==> src/rtl/ringbuffer_hexdump.sv <==
// ringbuffer_hexdump: drains the LPC capture ring buffer one entry at a time,
// sending each entry as uppercase ASCII hex followed by CR LF over a
// valid/ready byte stream, then acknowledging it with read_done.
module ringbuffer_hexdump #(
  parameter int unsigned BITS   = 7,
  parameter int unsigned DATA_W = 32
) (
  input  logic              clk,
  input  logic              reset,
  input  logic              empty,
  input  logic [BITS-1:0]   read_addr,
  output logic [BITS-1:0]   rd_addr,
  output logic              rd_en,
  input  logic [DATA_W-1:0] rd_data,
  output logic              read_done,
  output logic [7:0]        tx_data,
  output logic              tx_valid,
  input  logic              tx_ready,
  output logic              busy
);

  localparam int unsigned NIB   = DATA_W / 4;
  localparam int unsigned CNT_W = (NIB > 1) ? $clog2(NIB) : 1;
  localparam logic [CNT_W-1:0] CNT_LAST = CNT_W'(NIB - 1);

  typedef enum logic [2:0] {
    IDLE,
    FETCH,
    LATCH,
    NIBBLE,
    CR,
    LF,
    DONE
  } state_t;

  state_t            state;
  logic [DATA_W-1:0] word;
  logic [DATA_W-1:0] word_shl;
  logic [CNT_W-1:0]  cnt;
  logic              accept;

  // Nibble value to uppercase ASCII hex digit.
  function automatic logic [7:0] hex_ascii(input logic [3:0] n);
    return (n < 4'd10) ? (8'h30 + {4'h0, n}) : (8'h37 + {4'h0, n});
  endfunction

  // The RAM address simply follows the ring buffer read pointer.
  assign rd_addr  = read_addr;
  assign accept   = tx_valid & tx_ready;
  assign word_shl = word << 4;

  // Drain FSM; every output is registered and updated alongside the state.
  always_ff @(posedge clk) begin
    if (reset) begin
      state     <= IDLE;
      rd_en     <= 1'b0;
      read_done <= 1'b0;
      tx_valid  <= 1'b0;
      tx_data   <= 8'h00;
      busy      <= 1'b0;
      word      <= '0;
      cnt       <= '0;
    end else begin
      case (state)
        IDLE: begin
          if (!empty) begin
            state <= FETCH;
            rd_en <= 1'b1;
            busy  <= 1'b1;
          end
        end
        FETCH: begin
          rd_en <= 1'b0;
          state <= LATCH;
        end
        LATCH: begin
          word     <= rd_data;
          cnt      <= CNT_LAST;
          tx_valid <= 1'b1;
          tx_data  <= hex_ascii(rd_data[DATA_W-1 -: 4]);
          state    <= NIBBLE;
        end
        NIBBLE: begin
          if (accept) begin
            word <= word_shl;
            if (cnt == '0) begin
              tx_data <= 8'h0D;
              state   <= CR;
            end else begin
              cnt     <= cnt - CNT_W'(1);
              tx_data <= hex_ascii(word_shl[DATA_W-1 -: 4]);
            end
          end
        end
        CR: begin
          if (accept) begin
            tx_data <= 8'h0A;
            state   <= LF;
          end
        end
        LF: begin
          if (accept) begin
            tx_valid  <= 1'b0;
            read_done <= 1'b1;
            state     <= DONE;
          end
        end
        DONE: begin
          read_done <= 1'b0;
          busy      <= 1'b0;
          state     <= IDLE;
        end
        default: begin
          state <= IDLE;
        end
      endcase
    end
  end

endmodule

==> config.mk <==
export PLATFORM = sky130hd
export DESIGN_NAME = ringbuffer_hexdump
export DESIGN_NICKNAME = d
export VERILOG_FILES = /design/src/rtl/ringbuffer_hexdump.sv
export SDC_FILE = /design/constraint.sdc
export NUM_CORES = 1
export LEC_CHECK = 0
export BUFFER_PORTS_ARGS = -buffer_cell sky130_fd_sc_hd__buf_4
export CORE_MARGIN = 2
export CORE_UTILIZATION = 45
export CTS_CLUSTER_DIAMETER = 50
export DETAILED_ROUTE_END_ITERATION = 6
export PLACE_DENSITY = 0.74
export SETUP_SLACK_MARGIN = 0.15
export SYNTH_ARGS = -nofsm -noshare
export SYNTH_HDL_FRONTEND = slang
export SYNTH_SLANG_ARGS = --single-unit
==> constraint.sdc <==
create_clock -name clk -period 3.22 [get_ports clk]
set_input_delay 0.644 -clock clk [delete_from_list [all_inputs] [get_ports clk]]
set_output_delay 0.644 -clock clk [all_outputs]
set_load 0.005 [all_outputs]
Word-level counts from Yosys, hierarchy flattened --
Index checks and enable logic that the tools add are counted.
Storage, ports and cells: bits in registers 46, input port bits 43, output and inout bits 19, logic and storage cells 68
Operators by class: add/sub/neg operators 5, $lt $le $gt $ge 2, equal/unequal tests 12, mux-type cells 24, bitwise operators 1, reductions and logical operators 16
Operator list (number):
- 28-bit case mux with 2 select lines | 1
- 6-bit by 4-bit adder with 7-bit output, first input constant | 4
- 28-bit two-way mux | 1
- 8-bit case mux with 3 select lines | 1
- 3-bit two-way mux | 7
- 7-bit two-way mux | 3
- 3-bit case mux with 6 select lines | 1
- 8-bit two-way mux | 2
- 2-bit inequality test, second input constant | 6
- 2-bit AND reduction | 5
- 2-bit nonzero test | 5
- 3-bit == test, second input constant | 3
- 4-bit less-than comparator, second input constant | 2
- 1-bit case mux with 2 select lines | 4
- 3-bit by 2-bit == test with 1-bit output, second input constant | 2
- 3-bit logical NOT | 2
- 3-bit case mux with 2 select lines | 1
- 3-bit AND reduction | 2
- 5-bit AND reduction | 1
- 3-bit by 1-bit == test with 1-bit output, second input constant | 1
- 1-bit two-way mux | 3
- 3-bit nonzero test | 1
- 3-bit by 1-bit subtractor with 3-bit output, second input constant | 1
- 1-bit AND | 1

Logic depth before layout (Yosys ltp) --
Gate-level depths: netlist of the first run.
depth after elaboration 5, gate-level depth with buffers 7, depth with buffers taken out 6

Worst setup path after synthesis of the first run --
No wires, ideal clock.
path kind input-to-reg, from in tx_ready, to reg state[1], setup time 0.115 ns, arrival 1.450 ns, setup slack 1.655 ns, stages on the path 4, buffers on the path 1, path through and2_1 clkbuf_1 and3_1 a2111oi_0
On the way: word-level cells in the longest chain between the ends 3, elaborated cells between the ends (all ways) 5
RTL lines:
- start: declaration | RTL line 18 | input logic tx_ready,
- 1-bit AND (*) | RTL line 49 | assign accept = tx_valid & tx_ready;
- 2-bit inequality test (no source line)
- 5-bit AND reduction (no source line) (*)
- end signal: assignment | RTL line 55 | state <= IDLE;
- end signal: assignment | RTL line 67 | state <= FETCH;
- end signal: assignment | RTL line 74 | state <= LATCH;
- end: declaration | RTL line 36 | state_t state;
Mark *: on every way between the ends. The rest lies on a longest branch, timed or not. A chain may end at the register's enable or synchronous reset.

Worst setup path after layout of the first run --
from reg state[0], to reg tx_data[1]
On the way: word-level cells in the longest chain between the ends 3, elaborated cells between the ends (all ways) 8
RTL lines:
- 3-bit by 2-bit == test with 1-bit output / 3-bit == test (equally long branches) | RTL line 64 | case (state)
- 2-bit inequality test (no source line) / 3-bit nonzero test (equally long branches)
- 3-bit AND reduction (no source line)
- end signal: assignment | RTL line 80 | tx_data <= hex_ascii(rd_data[DATA_W-1 -: 4]);
- end signal: assignment | RTL line 91 | tx_data <= hex_ascii(word_shl[DATA_W-1 -: 4]);
- end: declaration | RTL line 16 | output logic [7:0] tx_data,
Several ways; a longest one is shown, not always the timed one.

==> run metrics, run 1 <==
clk slew on worst S/H paths approximately 0.08 ns; CTS Buf Count 5; Iter 0 DRT Violations 150; hpwl dp 3420 um; Worst Hold Class register to register; post-synthesis sequential area ratio 0.387; total of max-cap violations 0; n_diodes 0; Clk pwr share 0.326; RSZ-0062 raised after global routing false; final WL between 5000 and 6000 um; Via density between 5 and 6; main area contributors after synthesis dfxtp_1 (39%), a311oi_1 (9.4%), nand2_1 (9.0%); top cell type's share of synthesized area 0.387; fin nets 364; pin count of the biggest net entering global routing 50; number of distinct library cells after synthesis 45; status finished clean; H-tree depth 2; setup ws final 1.07 ns; vias in the first global route around 1800; Slew headroom 0.550; Psw around 360 uW; crit path max fanout 28; gr ovfl total 0; Clk Latency, worst-skew pair 0.28 ns; top cells by count, synth nand2_1 (56), dfxtp_1 (45), nor2_1 (44); GRT Total Usage 0.171; Vias 2087; crit path time final between 2 and 2.5 ns; achievable frequency 0.464 GHz; Area growth syn-to-layout 16.8%; clock root buffer master clkbuf_8; Required @ worst endpoint between 3 and 4 ns; fin crit share 0.669; Clock Sinks between 40 and 50; initial antenna violation count 0; count leader, synth nand2_1; CTS tree done; clk buf depth 2; Pwr Total 1.34 mW; cell area after synthesis 0.00233 mm^2; # rows 26; Syn Nets ~340; Seq pwr share 0.487; DRC Markers 0; final hold viol count 0; global-route wire length before repair slightly above 8000 um; port bufs between 40 and 50; cell taking the most area after synthesis dfxtp_1; Starting Density 0.462; Hold-fix buffers, CTS 0; cell-internal power 979 uW; #FFs+latches synth between 40 and 50; post-CTS sizing 0; syn avg cell area slightly below 8 um^2; CP Capture Type register; setup TNS 0 ns; final slew viol count 0; Post-CTS Setup Inserts 0; combinational fraction of design power 0.188; wire per inst about 13 um; Hold WS ~0.48 ns; drt first pass iters 4; ys async rst share 0; Antenna Nets Post-Route 0; Die Ht between 70 and 80 um; Setup Skew 0.00245 ns; power per cell area 491 mW/mm^2; Ys Warns 0; CORE AREA between 0.005 and 0.006 mm^2; Post-synth EDFFs 0; final setup fails 0; worst path arrival time between 2 and 2.5 ns; layout cells sized above 1 0.204; VDD IR max approximately 0.30 mV; switching portion of total power 0.267; die area 0.00577 mm^2; kind of critical path register to register; Post-Syn Instances 294; GPL Wtd Cong ~0.83; Ports 62; DIE WIDTH between 70 and 80 um; Slew @ Worst Pin roughly 0.67 ns; crit path launch type register; pre-CTS setup slack ~1.1 ns; Main synth FF type dfxtp_1; leakage power figure around 1.1 nW
## cell families after synthesis
logic type               count (synthesis)  share of synthesized area
adder cells (fa/ha/maj)                  4                     0.0215
AO/OA/AOI/OAI                           77                      0.257
XOR/XNOR                                 3                     0.0113
flip-flops                              45                      0.387
buffers and inverters                   41                     0.0924
other                                    1                    0.00161
AND/OR/NAND/NOR                        123                      0.229
## flip-flops by register name (all words and copies together) (netlist names)
register   cells
word          28
read_done      1
rd_en          1
tx_valid       1
cnt            3
state          3
tx_data        7
busy           1
## worst max-delay path, cell delays in order (launching register included)
cell,delay (ns)
dfxtp_1,0.71
nand3b_2,0.56
a2111oi_0,0.54
nor3_1,0.09
nor3_1,0.18
## layout by cell type, fill, tap and decap left out, types with 2 or more instances in the layout
master and count:
and4b_1 2, inv_1 9, nor3b_1 2, nor3_1 6
dfxtp_1 45, a21boi_0 2, a22oi_1 5, buf_4 48
nor2_2 2, nor2_1 43, nand2_1 56, a2111oi_0 2
xnor2_1 3, ha_1 4, o31ai_1 2, a21oi_1 9
a211oi_2 3, clkbuf_8 6, nor2b_1 4, a211oi_1 4
a311oi_1 25, a21boi_1 2, o21ai_0 11
## path summary, 6_finish.rpt
path | start | to | slack [ns] | depth (start not counted)
worst max-delay path | state[0] | tx_data[1] | 1.07 | 4
worst min-delay path | word[21] | word[25] | 0.48 | 2
worst max register to register | state[0] | tx_data[1] | 1.07 | 4
worst min register to register | word[21] | word[25] | 0.48 | 2
## power by group through the flow
stage	clock network, mW	logic [mW]	registers [mW]
CTS	0.450	0.253	0.650
finish	0.435	0.251	0.650
floorplan	0	0.191	0.646
detailed placement	0	0.251	0.662
global route	0.475	0.280	0.658
global placement	0	0.247	0.661
## metal layers
layer / share of wire / GRT usage / vias up
li1: - / - / 1078
met1: 0.47 / 0.220 / 965
met2: 0.48 / 0.279 / 38
met3: 0.036 / 0.0476 / 6
met4: 0.014 / 0.0527 / 0
met5: 0 / 0 / -
## per-stage QoR
step,util,instances,instance area [um^2]
floorplan,-,294,2330
global placement,0.516,380,2600
detailed placement,0.516,380,2600
CTS,0.539,388,2720
global route,0.539,388,2720
finish,0.539,388,2720
## final cells by class
| class | count | area, um^2 |
|---|---|---|
| Fill cell | 488 | 2320 |
| Multi-Input combinational cell | 208 | 1220 |
| Sequential cell | 45 | 901 |
| Clock buffer | 7 | 86.3 |
| Timing Repair Buffer | 48 | 360 |
| Tap cell | 70 | 87.6 |
| Clock inverter | 1 | 30.0 |
| Inverter | 9 | 33.8 |
No activity file was read; power rests on OpenSTA's default activity.
==> run 2: changes to the inputs <==
clock period = 2 ns   (was 3.22 ns; I/O delays follow)
==> run metrics, run 2 (same netlist as run 1, synthesis figures left out) <==
status finished clean; RSZ-0062 raised after global routing false; total of max-cap violations 0 (unchanged); worst path cell trace or3b_4 -> o22ai_2 -> a21boi_1 -> a211oi_1; reg2reg end tx_data[0]; commonest non-fill, non-tap cell in the layout nand2_1; Critical-path top delay cell or3b_4; reg2reg start state[0]; CP endpoint tx_data[0]; drt first pass iters 4 (unchanged); Worst R2R Setup Slack 0.32 ns (-0.74 ns); worst path bufs/invs 0 (unchanged); Slew headroom 0.661 (+0.111); Core Util, Final 0.556 (+0.0169); die area 0.00577 mm^2 (unchanged); power per cell area 779 mW/mm^2 (+59%); clock root buffer master clkbuf_8; layout cells sized above 1 0.224 (+0.0195); gr ovfl total 0 (unchanged); wire per inst 12.6 um (-3.0%); crit path time final 1.68 ns (-0.476 ns); fin nets 372 (+2.2%); worst path arrival time 1.84 ns (-0.52 ns); vias in the first global route 1854 (+1.8%); most frequent cells in the layout nand2_1 (56), buf_4 (54), dfxtp_1 (45); crit path max fanout 11 (-61%); final setup fails 0 (unchanged); Crit path largest cell delay 0.42 ns (-0.29 ns); Post-CTS Setup Inserts 0 (unchanged); kind of critical path register to register; pin count of the biggest net entering global routing 46 (-8.0%); CP Capture Type register; hpwl dp 3540 um (+3.6%); setup TNS 0 ns (unchanged); achievable frequency 0.596 GHz (+28%); DIE WIDTH 75.9 um (unchanged); H-tree depth 2 (unchanged); CTS Buf Count 5 (unchanged); clk slew on worst S/H paths 0.08 ns (about the same); leakage power figure 1.12 nW (+4.3%); Regs by FF count word x28, tx_data x7; CTS tree done; post-CTS sizing 0 (unchanged); Levels on crit path 4 (unchanged); VDD IR max 0.467 mV (+58%); Top reg by flops word; global-route wire length before repair 8170 um (-0.67%); max FFs per register 28 (unchanged); fin crit share 0.838 (+0.170); CORE AREA 0.00504 mm^2 (unchanged); Iter 0 DRT Violations 119 (-21%); Crit. Startpoint state[0]; Slew @ Worst Pin 0.508 ns (-0.165 ns); Ports 62 (unchanged); Clock Sinks 45 (unchanged); n_diodes 0 (unchanged); DRC Markers 0 (unchanged); Required @ worst endpoint 2.16 ns (-1.27 ns); final WL 4970 um (-1.0%); GRT Total Usage 0.171 (+0.000426); initial antenna violation count 0 (unchanged); final slew viol count 0 (unchanged); Setup Skew 0.00654 ns (+0.00408 ns); Starting Density 0.462 (unchanged); Area growth syn-to-layout 20.4%; Vias 2078 (-0.43%); Clk Latency, worst-skew pair 0.29 ns (about the same); Worst Hold Class primary input to register; # rows 26 (unchanged); Via density 5.25 (-2.4%); crit path launch type register; port bufs 46 (unchanged); GPL Wtd Cong 0.778 (-5.9%); final hold viol count 0 (unchanged); R2R cell count 4 (unchanged); Die Ht 75.9 um (unchanged); Hold-fix buffers, CTS 0 (unchanged); CP delay by family, top compound AO/OA/AOI/OAI gates; Antenna Nets Post-Route 0 (unchanged); clk buf depth 2 (unchanged)
run 2: cell types whose count changed in the layout (fill, tap and decap cells not counted):
cell / previous run / this run
buf_12: 0 / 2
buf_4: 48 / 54
run 2: through the flow:
stage               hold slack [ns]  power, mW  instance area (um^2)  cells  setup slack (ns)
detailed placement            0.468       1.50                  2690    388             0.335
global route                  0.362       2.31                  2800    396             0.178
global placement              0.461       1.49                  2690    388             0.380
floorplan                     0.455       1.35                  2330    294             0.527
finish                        0.341       2.18                  2800    396             0.323
CTS                           0.335       2.20                  2800    396             0.317
run 2: layer usage:
metal  global-route usage  wire (um)  up-vias
met4               0.0545         58        0
met1                0.219       2360      941
met2                0.282       2330       44
met5                    0          0        -
met3               0.0452        224        5
li1                     -          -     1088
run 2: worst register-to-register path, delay by kind of cell (launching register included):
family	cells	cell delay (ns)
compound gates	3	0.71
simple gates	1	0.42
flops	1	0.41
run 2: report_power, final:
group	internal, mW	switching (mW)	leakage (nW)
clock network	0.407	0.298	0.0585
logic	0.217	0.226	0.696
registers	0.978	0.0575	0.369
run 2: final cells by class:
type / instances / area, um^2
Sequential cell: 45 / 901
Clock buffer: 7 / 86.3
Fill cell: 468 / 2240
Tap cell: 70 / 87.6
Timing Repair Buffer: 56 / 445
Clock inverter: 1 / 30.0
Inverter: 9 / 33.8
Multi-Input combinational cell: 208 / 1220
run 2: how the worst min path moves through the flow:
| stage | from | endpoint | depth (start not counted) |
|---|---|---|---|
| finish | rd_data[1] | word[1] | 3 |
| global route | rd_data[2] | word[2] | 3 |
| CTS | rd_data[3] | word[3] | 3 |
| detailed placement | word[9] | word[13] | 2 |
| global placement | word[23] | word[27] | 2 |
| floorplan | word[6] | word[10] | 2 |
